<file path="src/rtl/ksa_pkg.sv">
// ksa_pkg: shared types and constants for the RC4 key-scheduling stage.
// State encoding, default key geometry and S memory depth live here so the
// top, the key-select sub-module and the bench agree on them.
package ksa_pkg;

    localparam int KEY_LEN = 3;
    localparam int KEY_W   = 24;
    localparam int S_DEPTH = 256;

    typedef enum logic [2:0] {
        IDLE,
        RD_I,
        WT_I,
        RD_J,
        WT_J,
        WR_I,
        WR_J,
        DONE
    } state_t;

endpackage

</file>
<file path="src/rtl/ksa_shuffle_if.sv">
// ksa_shuffle_if: controller handshake plus S memory port of the shuffle stage.
// start/complete are levels: start is held high for the whole phase and
// complete stays high in DONE until start is seen low. The memory side has no
// backpressure: address/data/wren are presented every cycle and q returns the
// word at the previous cycle's address (1-cycle read latency).
interface ksa_shuffle_if;

    logic       start;
    logic       complete;
    logic [7:0] address;
    logic [7:0] data;
    logic       wren;
    logic [7:0] q;

    // Shuffle stage side: drives the memory port and complete.
    modport master (
        input  start,
        input  q,
        output complete,
        output address,
        output data,
        output wren
    );

    // Controller / memory side.
    modport slave (
        output start,
        output q,
        input  complete,
        input  address,
        input  data,
        input  wren
    );

endinterface

</file>
<file path="src/rtl/ksa_key_sel.sv">
// ksa_key_sel: key index k = i mod KEY_LEN kept as a wrapping counter, plus the
// big-endian byte select (byte 0 is the most significant byte of secret_key).
module ksa_key_sel #(
    parameter int KEY_LEN = ksa_pkg::KEY_LEN,
    parameter int KEY_W   = ksa_pkg::KEY_W
) (
    input  logic             clk,
    input  logic             reset,
    input  logic             clear,
    input  logic             advance,
    input  logic [KEY_W-1:0] secret_key,
    output logic [7:0]       key_byte
);

    localparam int KW = (KEY_LEN > 1) ? $clog2(KEY_LEN) : 1;
    localparam logic [KW-1:0] K_LAST = KW'(KEY_LEN - 1);

    logic [KW-1:0] k_q, k_d;

    // Next key index: clear wins, otherwise wrap from KEY_LEN-1 back to 0.
    always_comb begin
        k_d = k_q;
        if (clear) begin
            k_d = '0;
        end else if (advance) begin
            k_d = (k_q == K_LAST) ? '0 : k_q + 1'b1;
        end
    end

    // Key index register.
    always_ff @(posedge clk or posedge reset) begin
        if (reset) begin
            k_q <= '0;
        end else begin
            k_q <= k_d;
        end
    end

    // Byte mux: unrolled compare against each key byte position.
    always_comb begin
        key_byte = 8'h00;
        for (int b = 0; b < KEY_LEN; b++) begin
            if (k_q == KW'(b)) begin
                key_byte = secret_key[KEY_W-1-8*b -: 8];
            end
        end
    end

endmodule

</file>
<file path="src/rtl/ksa_shuffle.sv">
// ksa_shuffle: RC4 KSA swap loop over the shared 256x8 S memory.
// Each iteration reads S[i], updates j, reads S[j], then writes the swapped
// pair back (6 cycles). Completion is a level on bus.complete held in DONE
// until start drops. state_dbg exposes the FSM state.
// Optional build macro KSA_SELF_SWAP_SKIP_EN: when the new j equals i the
// iteration ends right after WT_I (2 cycles, no writes); final S is unchanged.
module ksa_shuffle #(
    parameter int KEY_LEN = ksa_pkg::KEY_LEN,
    parameter int KEY_W   = ksa_pkg::KEY_W
) (
    input  logic             clk,
    input  logic             reset,
    input  logic [KEY_W-1:0] secret_key,
    ksa_shuffle_if.master    bus,
    output ksa_pkg::state_t  state_dbg
);

    import ksa_pkg::*;

    localparam logic [7:0] I_LAST = 8'(S_DEPTH - 1);

    state_t     state_q, state_d;
    logic [7:0] i_q, i_d;
    logic [7:0] j_q, j_d;
    logic [7:0] si_q, si_d;
    logic [7:0] sj_q, sj_d;
    logic       k_clear;
    logic       k_advance;
    logic [7:0] key_byte;
    logic [7:0] j_sum;

    ksa_key_sel #(
        .KEY_LEN (KEY_LEN),
        .KEY_W   (KEY_W)
    ) u_key_sel (
        .clk        (clk),
        .reset      (reset),
        .clear      (k_clear),
        .advance    (k_advance),
        .secret_key (secret_key),
        .key_byte   (key_byte)
    );

    // Candidate j for this iteration: j + S[i] + key[k], wrapping at 256.
    always_comb begin
        j_sum = j_q + bus.q + key_byte;
    end

    // Next-state, register updates and memory port decode.
    always_comb begin
        state_d      = state_q;
        i_d          = i_q;
        j_d          = j_q;
        si_d         = si_q;
        sj_d         = sj_q;
        k_clear      = 1'b0;
        k_advance    = 1'b0;
        bus.address  = 8'h00;
        bus.data     = 8'h00;
        bus.wren     = 1'b0;
        bus.complete = 1'b0;

        case (state_q)
            IDLE: begin
                if (bus.start) begin
                    i_d     = 8'h00;
                    j_d     = 8'h00;
                    k_clear = 1'b1;
                    state_d = RD_I;
                end
            end
            RD_I: begin
                bus.address = i_q;
                state_d     = WT_I;
            end
            WT_I: begin
                bus.address = i_q;
                si_d        = bus.q;
                j_d         = j_sum;
`ifdef KSA_SELF_SWAP_SKIP_EN
                // Self-swap is a no-op on memory, so end the iteration here.
                if (j_sum == i_q) begin
                    if (i_q == I_LAST) begin
                        state_d = DONE;
                    end else begin
                        i_d       = i_q + 8'd1;
                        k_advance = 1'b1;
                        state_d   = RD_I;
                    end
                end else begin
                    state_d = RD_J;
                end
`else
                state_d = RD_J;
`endif
            end
            RD_J: begin
                bus.address = j_q;
                state_d     = WT_J;
            end
            WT_J: begin
                bus.address = j_q;
                sj_d        = bus.q;
                state_d     = WR_I;
            end
            WR_I: begin
                bus.address = i_q;
                bus.data    = sj_q;
                bus.wren    = 1'b1;
                state_d     = WR_J;
            end
            WR_J: begin
                bus.address = j_q;
                bus.data    = si_q;
                bus.wren    = 1'b1;
                if (i_q == I_LAST) begin
                    state_d = DONE;
                end else begin
                    i_d       = i_q + 8'd1;
                    k_advance = 1'b1;
                    state_d   = RD_I;
                end
            end
            DONE: begin
                bus.complete = 1'b1;
                if (!bus.start) begin
                    state_d = IDLE;
                end
            end
            default: begin
                state_d = IDLE;
            end
        endcase
    end

    // State and datapath registers; reset returns everything to zero/IDLE.
    always_ff @(posedge clk or posedge reset) begin
        if (reset) begin
            state_q <= IDLE;
            i_q     <= 8'h00;
            j_q     <= 8'h00;
            si_q    <= 8'h00;
            sj_q    <= 8'h00;
        end else begin
            state_q <= state_d;
            i_q     <= i_d;
            j_q     <= j_d;
            si_q    <= si_d;
            sj_q    <= sj_d;
        end
    end

    // Debug view of the FSM state.
    always_comb begin
        state_dbg = state_q;
    end

endmodule

</file>
<file path="src/flat_wrapper.sv">
// flat-port wrapper written by rule: the top's interface ports become plain ports
module ksa_shuffle_flat import ksa_pkg::*;
#(
    parameter int KEY_LEN = ksa_pkg::KEY_LEN,
    parameter int KEY_W   = ksa_pkg::KEY_W
)
  (clk, reset, secret_key, state_dbg, bus_start, bus_q, bus_complete, bus_address, bus_data, bus_wren);
  ksa_shuffle_if bus_i ();
  input  logic clk;
  input  logic reset;
  input  logic [KEY_W-1:0] secret_key;
  output ksa_pkg::state_t state_dbg;
  input wire logic [$bits(bus_i.start)-1:0] bus_start;
  input wire logic [$bits(bus_i.q)-1:0] bus_q;
  output wire logic [$bits(bus_i.complete)-1:0] bus_complete;
  output wire logic [$bits(bus_i.address)-1:0] bus_address;
  output wire logic [$bits(bus_i.data)-1:0] bus_data;
  output wire logic [$bits(bus_i.wren)-1:0] bus_wren;
  assign bus_i.start = bus_start;
  assign bus_i.q = bus_q;
  assign bus_complete = bus_i.complete;
  assign bus_address = bus_i.address;
  assign bus_data = bus_i.data;
  assign bus_wren = bus_i.wren;
  ksa_shuffle #(.KEY_LEN(KEY_LEN), .KEY_W(KEY_W)) u_core (.clk(clk), .reset(reset), .secret_key(secret_key), .bus(bus_i), .state_dbg(state_dbg));
endmodule
</file>
<file path="config.mk">
export PLATFORM = sky130hd
export DESIGN_NAME = ksa_shuffle_flat
export DESIGN_NICKNAME = d
export VERILOG_FILES = /design/src/rtl/ksa_pkg.sv /design/src/rtl/ksa_shuffle_if.sv /design/src/rtl/ksa_key_sel.sv /design/src/rtl/ksa_shuffle.sv /design/src/flat_wrapper.sv
export SDC_FILE = /design/constraint.sdc
export NUM_CORES = 1
export LEC_CHECK = 0
export CORE_ASPECT_RATIO = 0.8
export CORE_UTILIZATION = 47
export DETAILED_ROUTE_END_ITERATION = 7
export GPL_TIMING_DRIVEN = 0
export PLACE_DENSITY = 0.77
export SYNTH_ARGS = -nofsm -noshare
export SYNTH_HDL_FRONTEND = slang
export SYNTH_SLANG_ARGS = --single-unit
</file>
<file path="constraint.sdc">
create_clock -name clk -period 3.37 [get_ports clk]
set_input_delay 0.337 -clock clk [delete_from_list [all_inputs] [get_ports clk]]
set_output_delay 0.337 -clock clk [all_outputs]
set_load 0.02 [all_outputs]
</file>
==> flow_summary.toml, run 1 <==
[status]
outcome = "complete, no violations"

[power_and_ir_drop]
p_per_area_nw_per_um2 = 1020
power_leakage_uw = 0.00146
ir_drop_mv = 0.414

[cells_and_area]
layout-drive-gt1-share = 0.0838
syn_to_final_growth_pct = 28.9
fillCellCount = 479
num_antenna_cells = 0
final_cell_area_um2 = 3450
fin_nets = 420

[floorplan]
start_util = 0.489
rows = 24
die_y_um = 69.5
core-area_um2 = 5470
die_width_um = 86.3
io_pins = 56
dieArea_um2 = 6000

[worst_setup_path]
crit_path_start = "u_core.u_key_sel.k_q[1]$_DFFE_PP0P_"
path_cells = "clkbuf_1 -> nor2_1 -> a21oi_2 -> fa_1 -> inv_1 -> ha_1 -> inv_1 -> fa_1 -> nor2b_2 -> o2111ai_2 -> a211o_1 -> a21o_1 -> nand3_1"
crit_fanout = 10
cp-start-kind = "register"
timing.rr.start = "u_core.u_key_sel.k_q[1]$_DFFE_PP0P_"
crit_type = "register to register"
slowest_delay_ns = 0.44
crit_path_end_kind = "register"
required_ns = 3.59
slowest_stage = "fa_1"
crit_arrival_ns = 3.39

[cts]
clock_latency_ns = 0.29
cts_tree = "built"
cts_sinks = 37
cts_root_buffer = "clkbuf_8"
cts_made_buffers = 5
clk_pin_slew_ns = 0.07
ctsLongestPathBuffers = 2
cts_hold_buf = 0
htree_levels = 2

[drt]
via_per_inst = 5.48
detail_route.wl_per_cell_um = 14.6
first_pass_iters = 4
drc = 0
drtIter0Drc = 159
wirelength_um = 6540
final_antenna_net_count = 0
dr_total_vias = 2457

[synth]
async_flop_share = 1.00
ys_ff_latch = 37
yosysSeqAreaShare = 0.346
netlist_area_um2 = 2670
synth_edf_count = 0
syn_nets = 358
yosysWarnings = 0
synth_flop_cell = "dfrtp_1"
synth_cell_types = 48
avgSynthCellArea_um2 = 8.68
netlist_instances = 308

[placed_design]
io_buffers = 55
routabilityCongestion = 0.871
postPlaceCellArea_um2 = 3320
hpwl_um = 4840

[global_routing]
grt_pass1_vias = 2330
overflow = 0
grt_max_degree = 38
grt_use_total = 0.241
antenna_found_initial = 0
grt_pass1_wl_um = 11100

[timing]
timing.fmax_mhz = 316
finalHoldViolCount = 0
period_share = 0.939
rsz0062_at_grt = "false"
setup_tns_ns = 0
slew_headroom = 0.481
slew_viol_final = 0
setup_viol = 0
fin_worst_skew_ns = 0.00859
tightest_slew_ns = 0.777
fin_crit_ns = 3.16

[hold_path]
holdCritStartpoint = "u_core.si_q[7]$_DFFE_PP0P_"
worstHoldPathType = "register to register"

[run]
drv_cap = 0
-- flip-flops by register name, indices dropped and copies added (netlist names) --
| register | count |
|---|---|
| u_core.j_q | 8 |
| u_core.u_key_sel.k_q | 2 |
| u_core.state_dbg | 3 |
| u_core.sj_q | 8 |
| u_core.i_q | 8 |
| u_core.si_q | 8 |
-- cell type report --
cell class                 instances  area (µm²)  area share
clock inverter                     2        35.0      0.0102
clock buffer                       5        68.8      0.0200
inverter                          34         128      0.0370
buffer                            19        96.3      0.0280
tap                               78        97.6      0.0283
timing repair buffer              55         551       0.160
multi-input combinational        218        1540       0.448
sequential                        37         926       0.269
-- layout by cell type (no fill, tap or decap), types with 7 or more instances in the layout --
cell type,instances
clkdlybuf4s50_1,55
dfrtp_1,37
inv_1,33
a21oi_1,31
nor2_1,21
nand2_1,19
nor2b_1,18
o21ai_0,18
clkbuf_1,9
mux2_2,9
mux2i_1,9
nand3_1,8
a221oi_1,8
a22oi_1,8
fa_1,8
ha_1,7
-- per-layer routing --
layer  global-route usage  share of wire  vias to the layer above
li1                     -              -                     1187
met2                0.368           0.44                      106
met3               0.0393          0.079                       13
met5                    0              0                        -
met4               0.0759          0.020                        0
met1                0.351           0.46                     1151
-- cells in the mapped netlist, drive strengths merged (8+ instances only) --
library cell | count | area, µm²
o21ai | 20 | 100
buf | 10 | 55.1
nand2 | 19 | 71.3
clkbuf | 9 | 33.8
mux2i | 9 | 90.1
a21oi | 32 | 160
dfrtp | 37 | 926
nand3 | 8 | 40.0
a22oi | 8 | 60.1
nor2b | 19 | 119
nor2 | 21 | 78.8
fa | 8 | 160
mux2 | 9 | 101
a221oi | 9 | 85.1
inv | 34 | 128
-- path summary, 6_finish.rpt --
path	slack [ns]	endpoint	depth (start not counted)
max	0.21	u_core.j_q[7]$_DFFE_PP0P_	13
min	0.48	u_core.si_q[7]$_DFFE_PP0P_	2
max reg2reg	0.21	u_core.j_q[7]$_DFFE_PP0P_	13
min reg2reg	0.48	u_core.si_q[7]$_DFFE_PP0P_	2
max in group asynchronous	2.36	u_core.i_q[5]$_DFFE_PP0P_	2
min in group asynchronous	0.51	u_core.si_q[1]$_DFFE_PP0P_	2
-- cell families after synthesis --
kind of cell,synth area share
buffers and inverters,0.0810
AO/OA/AOI/OAI,0.199
multiplexers,0.0716
flip-flops,0.346
adder cells (fa/ha/maj),0.0927
XOR/XNOR,0.0262
AND/OR/NAND/NOR,0.183
-- through the flow --
step	utilization	hold WS [ns]	instances	power [µW]	worst slack (ns)
floorplan	-	0.442	308	2410	0.251
finish	0.630	0.480	448	3530	0.206
global route	0.630	0.525	448	3840	0.0322
CTS	0.628	0.481	448	3490	0.0314
global placement	0.608	0.460	441	3010	-0.180
detailed placement	0.608	0.464	441	3090	-0.225
-- what timing repair did --
item                                    in CTS  in global routing
setup buffers                                0                  0
gates resized for setup                      2                  4
endpoints found under the hold margin        0                  0
endpoints found under the setup margin       1                  1
-- critical path, delay by kind of cell (launching register included) --
| family | cells | cell delay, ns |
|---|---|---|
| AO/OA/AOI/OAI | 4 | 0.83 |
| adder cells (fa/ha/maj) | 3 | 1.04 |
| buffers and inverters | 3 | 0.47 |
| flip-flops | 1 | 0.42 |
| AND/OR/NAND/NOR | 3 | 0.34 |
-- report_power, final --
group | internal, µW | switching (µW) | leakage (µW)
Clock | 215 | 159 | 0.0000540
Sequential | 642 | 148 | 0.000466
Combinational | 1040 | 1330 | 0.000942
Total | 1890 | 1640 | 0.00146
(Power assumes the default switching activity.)
==> run 2, diff against run 1 <==
--- a/config.mk
+++ b/config.mk
@@ -8,7 +8,6 @@
 export CORE_ASPECT_RATIO = 0.8
 export CORE_UTILIZATION = 47
 export DETAILED_ROUTE_END_ITERATION = 7
-export GPL_TIMING_DRIVEN = 0
 export PLACE_DENSITY = 0.77
 export SYNTH_ARGS = -nofsm -noshare
 export SYNTH_HDL_FRONTEND = slang
==> run 2 against run 1 <==
Net effect:
- first-iteration DRC count is 7.5% higher
- sequential share of layout area is 0.37 points higher
- clock skew is 0.0018 ns lower
- cell area is 1.2% lower
- sequential power is 7.2% higher
- critical path type unchanged
==> flow_summary.toml, run 2 (synthesis results as in run 1) <==
[placed_design]
io_buffers = 55
pre_cts_slack_ns = 0.0954
hpwl_um = 4780
routabilityCongestion = 0.832
postPlaceCellArea_um2 = 3320

[power_and_ir_drop]
pwr-share-comb = 0.660
p_int_uw = 1820
power_leakage_uw = 0.00145
p_per_area_nw_per_um2 = 1000
swShare = 0.466
pwr-share-clk = 0.091
p_switching_uw = 1590
power.share.sequential = 0.249
ir_drop_mv = 0.301

[cells_and_area]
seqCellArea_um2 = 927
layout-drive-gt1-share = 0.0882
final_cell_area_um2 = 3400
final_common_cell = "clkdlybuf4s50_1"
syn_to_final_growth_pct = 27.3
num_antenna_cells = 0
fin_nets = 412
layout_common_cells = "55 x clkdlybuf4s50_1, 36 x dfrtp_1, 34 x inv_1, 32 x a21oi_1, 21 x nor2_1"
fillCellCount = 471
multiInputGateArea_um2 = 1530

[cts]
cts_resized = 0
htree_levels = 2
clk_pin_slew_ns = 0.08
ctsLongestPathBuffers = 2
clock_latency_ns = 0.30
cts_root_buffer = "clkbuf_8"
cts_tree = "built"
postCtsSetupBuffers = 0
cts_made_buffers = 5
cts_sinks = 37
cts_hold_buf = 0

[timing]
setup_tns_ns = 0
slew_headroom = 0.460
timing.hold.ws_ns = 0.460
tightest_slew_ns = 0.806
rsz0062_at_grt = "false"
finalHoldViolCount = 0
period_share = 0.912
worst_slack_ns = 0.296
setup_viol = 0
timing.fmax_mhz = 325
slew_viol_final = 0
fin_worst_skew_ns = 0.00684
fin_crit_ns = 3.07

[worst_setup_path]
crit_fanout = 7
cp-start-kind = "register"
crit_path_end_kind = "register"
crit_arrival_ns = 3.30
required_ns = 3.60
crit_type = "register to register"

[drt]
dr_total_vias = 2364
drc = 0
detail_route.wl_per_cell_um = 14.2
first_pass_iters = 5
via_per_inst = 5.36
wirelength_um = 6270
final_antenna_net_count = 0
drtIter0Drc = 171

[global_routing]
antenna_found_initial = 0
grt_max_degree = 38
grt_pass1_wl_um = 10500
grt_use_total = 0.225
overflow = 0
grt_pass1_vias = 2126

[run]
drv_cap = 0

[floorplan]
rows = 24
die_y_um = 69.5
die_width_um = 86.3
core-area_um2 = 5470
start_util = 0.489
io_pins = 56
dieArea_um2 = 6000

[status]
outcome = "complete, no violations"

[hold_path]
worstHoldPathType = "input pin to async pin"
[run 2: cell count changes in the layout (fill, tap and decap cells not counted), moves of 2 or more]
cell / before / now
buf_4: 1 / 11
clkbuf_1: 9 / 0
buf_6: 2 / 0
buf_1: 2 / 0
buf_2: 5 / 0
[run 2: final cells by class]
class / count / area share
well taps: 78 / 0.0287
flip-flops and latches: 37 / 0.272
repair buffers: 66 / 0.186
inverters: 34 / 0.0375
multi-input cells: 218 / 0.450
clock buffers: 5 / 0.0202
clock inverters: 3 / 0.00515
[run 2: layer usage]
layer	GRT usage	part of all wire	vias up	wire length [µm]
met5	0	0	-	0
met4	0.0519	0.0088	0	55
met1	0.340	0.49	1108	3050
met2	0.335	0.46	79	2860
met3	0.0405	0.048	7	303
li1	-	-	1170	-
[run 2: per-stage QoR]
| step | power [µW] | std cells | utilization |
|---|---|---|---|
| floorplan | 2410 | 308 | - |
| global placement | 3000 | 433 | 0.607 |
| detailed placement | 3090 | 433 | 0.607 |
| CTS | 3410 | 441 | 0.622 |
| global route | 3710 | 441 | 0.623 |
| finish | 3400 | 441 | 0.623 |
[run 2: worst paths after layout]
check / slack (ns) / startpoint / cells after the start / endpoint
max: 0.30 / u_core.u_key_sel.k_q[0]$_DFFE_PP0P_ / 13 / u_core.j_q[7]$_DFFE_PP0P_
min: 0.46 / reset / 3 / u_core.sj_q[1]$_DFFE_PP0P_
max reg2reg: 0.30 / u_core.u_key_sel.k_q[0]$_DFFE_PP0P_ / 13 / u_core.j_q[7]$_DFFE_PP0P_
min reg2reg: 0.48 / u_core.si_q[5]$_DFFE_PP0P_ / 2 / u_core.si_q[5]$_DFFE_PP0P_
max in group asynchronous: 2.53 / reset / 3 / u_core.u_key_sel.k_q[0]$_DFFE_PP0P_
min in group clk: 0.48 / u_core.si_q[5]$_DFFE_PP0P_ / 2 / u_core.si_q[5]$_DFFE_PP0P_
[run 2: power by group through the flow]
| stage | combinational (µW) | sequential, µW | clock, µW |
|---|---|---|---|
| 3_5_place_dp | 2240 | 853 | 0 |
| 6_report | 2250 | 847 | 310 |
| 5_1_grt | 2490 | 877 | 343 |
| 3_3_place_gp | 2160 | 839 | 0 |
| 2_1_floorplan | 1640 | 775 | 0 |
| 4_1_cts | 2250 | 844 | 317 |
[run 2: worst max-delay path, stage by stage (launching register included)]
cell and delay [ns]:
dfrtp_2 0.47, mux2i_1 0.21, nor2_1 0.05, a21oi_1 0.22, fa_1 0.45, inv_1 0.07
ha_1 0.16, inv_1 0.06, fa_1 0.40, nor2b_1 0.19, o2111ai_1 0.20, a211o_1 0.30
a21o_1 0.17, nand3_1 0.07
==> run 3, diff against run 2 <==
--- a/config.mk
+++ b/config.mk
@@ -9,6 +9,7 @@
 export CORE_UTILIZATION = 47
 export DETAILED_ROUTE_END_ITERATION = 7
 export PLACE_DENSITY = 0.77
+export SETUP_SLACK_MARGIN = 0.2
 export SYNTH_ARGS = -nofsm -noshare
 export SYNTH_HDL_FRONTEND = slang
 export SYNTH_SLANG_ARGS = --single-unit
==> run 3 against run 2 <==
Net effect:
- flip-flop and latch count did not move
- total power rose by 1.7%
- cell area rose by 0.77%
- sequential power fell by 0.6%
- critical path type unchanged
- largest cell class unchanged
==> flow_summary.toml, run 3 (synthesis results as in run 1) <==
[status]
outcome = "complete, no violations"

[timing]
finalHoldViolCount = 0
rsz0062_at_grt = "false"
tightest_slew_ns = 0.807
period_share = 0.860
timing.fmax_mhz = 345
worst_slack_ns = 0.471
fin_crit_ns = 2.90
slew_viol_final = 0
setup_tns_ns = 0
slew_headroom = 0.459
setup_viol = 0
fin_worst_skew_ns = 0.00723

[worst_setup_path]
required_ns = 3.59
crit_type = "register to register"
path_cells = "mux2i_1 -> nor2_1 -> a21oi_2 -> fa_1 -> inv_1 -> ha_1 -> inv_1 -> fa_1 -> nor2b_2 -> o2111ai_2 -> a211o_1 -> a21o_1 -> nand3_1"
cp_num_buf_inv = 2
critPathTopFamily = "adder cells"
slowest_stage = "dfrtp_2"
cp-start-kind = "register"
crit_fanout = 5
crit_path_end_kind = "register"
crit_arrival_ns = 3.12
slowest_delay_ns = 0.43

[cts]
clk_pin_slew_ns = 0.08
cts_tree = "built"
ctsLongestPathBuffers = 2
cts_sinks = 37
cts_hold_buf = 0
clock_latency_ns = 0.30
htree_levels = 2
cts_root_buffer = "clkbuf_8"
cts_made_buffers = 5

[placed_design]
dp_cells = 433
pre_cts_slack_ns = 0.0954
routabilityCongestion = 0.832
io_buffers = 55
hpwl_um = 4780

[cells_and_area]
layout-drive-gt1-share = 0.104
fin_nets = 413
final_common_cell = "clkdlybuf4s50_1"
num_antenna_cells = 0
fin_util = 0.628
final_cells = 442
syn_to_final_growth_pct = 28.3
layout_common_cells = "55 x clkdlybuf4s50_1, 36 x dfrtp_1, 34 x inv_1, 30 x a21oi_1, 21 x nor2_1"

[global_routing]
grt_pass1_wl_um = 10500
overflow = 0
grt_max_degree = 38
antenna_found_initial = 0
grt_use_total = 0.225
grt_pass1_vias = 2126

[floorplan]
rows = 24
die_width_um = 86.3
die_y_um = 69.5
io_pins = 56
core-area_um2 = 5470
start_util = 0.489
dieArea_um2 = 6000

[drt]
drc = 0
first_pass_iters = 4
wirelength_um = 6340
drtIter0Drc = 184
final_antenna_net_count = 0
detail_route.wl_per_cell_um = 14.4
via_per_inst = 5.37
dr_total_vias = 2375

[power_and_ir_drop]
ir_drop_mv = 0.312
power_leakage_uw = 0.00146
power.total_uw = 3460
p_per_area_nw_per_um2 = 1010
power.share.sequential = 0.243
pwr-share-clk = 0.090
pwr-share-comb = 0.667
swShare = 0.469
p_int_uw = 1840
p_switching_uw = 1620

[run]
drv_cap = 0

[hold_path]
worstHoldPathType = "input pin to async pin"
-- run 3: final timing paths --
path | to | cells after the start | from | slack [ns]
min reg2reg | u_core.si_q[5]$_DFFE_PP0P_ | 2 | u_core.si_q[5]$_DFFE_PP0P_ | 0.48
max in group asynchronous | u_core.u_key_sel.k_q[0]$_DFFE_PP0P_ | 3 | reset | 2.53
min | u_core.sj_q[1]$_DFFE_PP0P_ | 3 | reset | 0.46
max reg2reg | u_core.j_q[7]$_DFFE_PP0P_ | 13 | u_core.u_key_sel.k_q[0]$_DFFE_PP0P_ | 0.47
min in group clk | u_core.si_q[5]$_DFFE_PP0P_ | 2 | u_core.si_q[5]$_DFFE_PP0P_ | 0.48
max | u_core.j_q[7]$_DFFE_PP0P_ | 13 | u_core.u_key_sel.k_q[0]$_DFFE_PP0P_ | 0.47
-- run 3: routing by layer --
layer | vias up | part of all wire | GRT usage
li1 | 1173 | - | -
met1 | 1116 | 0.47 | 0.340
met2 | 79 | 0.46 | 0.335
met3 | 7 | 0.060 | 0.0405
met4 | 0 | 0.0087 | 0.0519
met5 | - | 0 | 0
-- run 3: repair_timing --
| item | CTS | global route |
|---|---|---|
| endpoints found under the setup margin | 1 | 2 |
| buffers inserted | 0 | 1 |
| endpoints found under the hold margin | 0 | 0 |
| gates cloned | 0 | 0 |
| gates resized for setup | 1 | 5 |
-- run 3: power groups by stage --
stage	registers (µW)	logic [µW]	clock network, µW
finish	842	2310	311
global route	872	2550	343
CTS	845	2250	317
detailed placement	853	2240	0
global placement	839	2160	0
floorplan	775	1640	0
-- run 3: final cells by class --
cell class | count | area [µm²]
fillers | 472 | 2040
inverters | 34 | 128
well taps | 78 | 97.6
clock inverters | 3 | 17.5
flip-flops and latches | 37 | 927
repair buffers | 67 | 641
multi-input cells | 218 | 1550
clock buffers | 5 | 68.8
-- run 3: tightest hold or removal path, delay by kind of cell --
kind     cells  cell delay [ns]
buf+inv      3             0.87
-- run 3: through the flow --
step,area (µm²),hold WS (ns)
2_1_floorplan,2670,0.442
3_3_place_gp,3320,0.461
3_5_place_dp,3320,0.468
4_1_cts,3400,0.477
5_1_grt,3430,0.501
6_report,3430,0.461
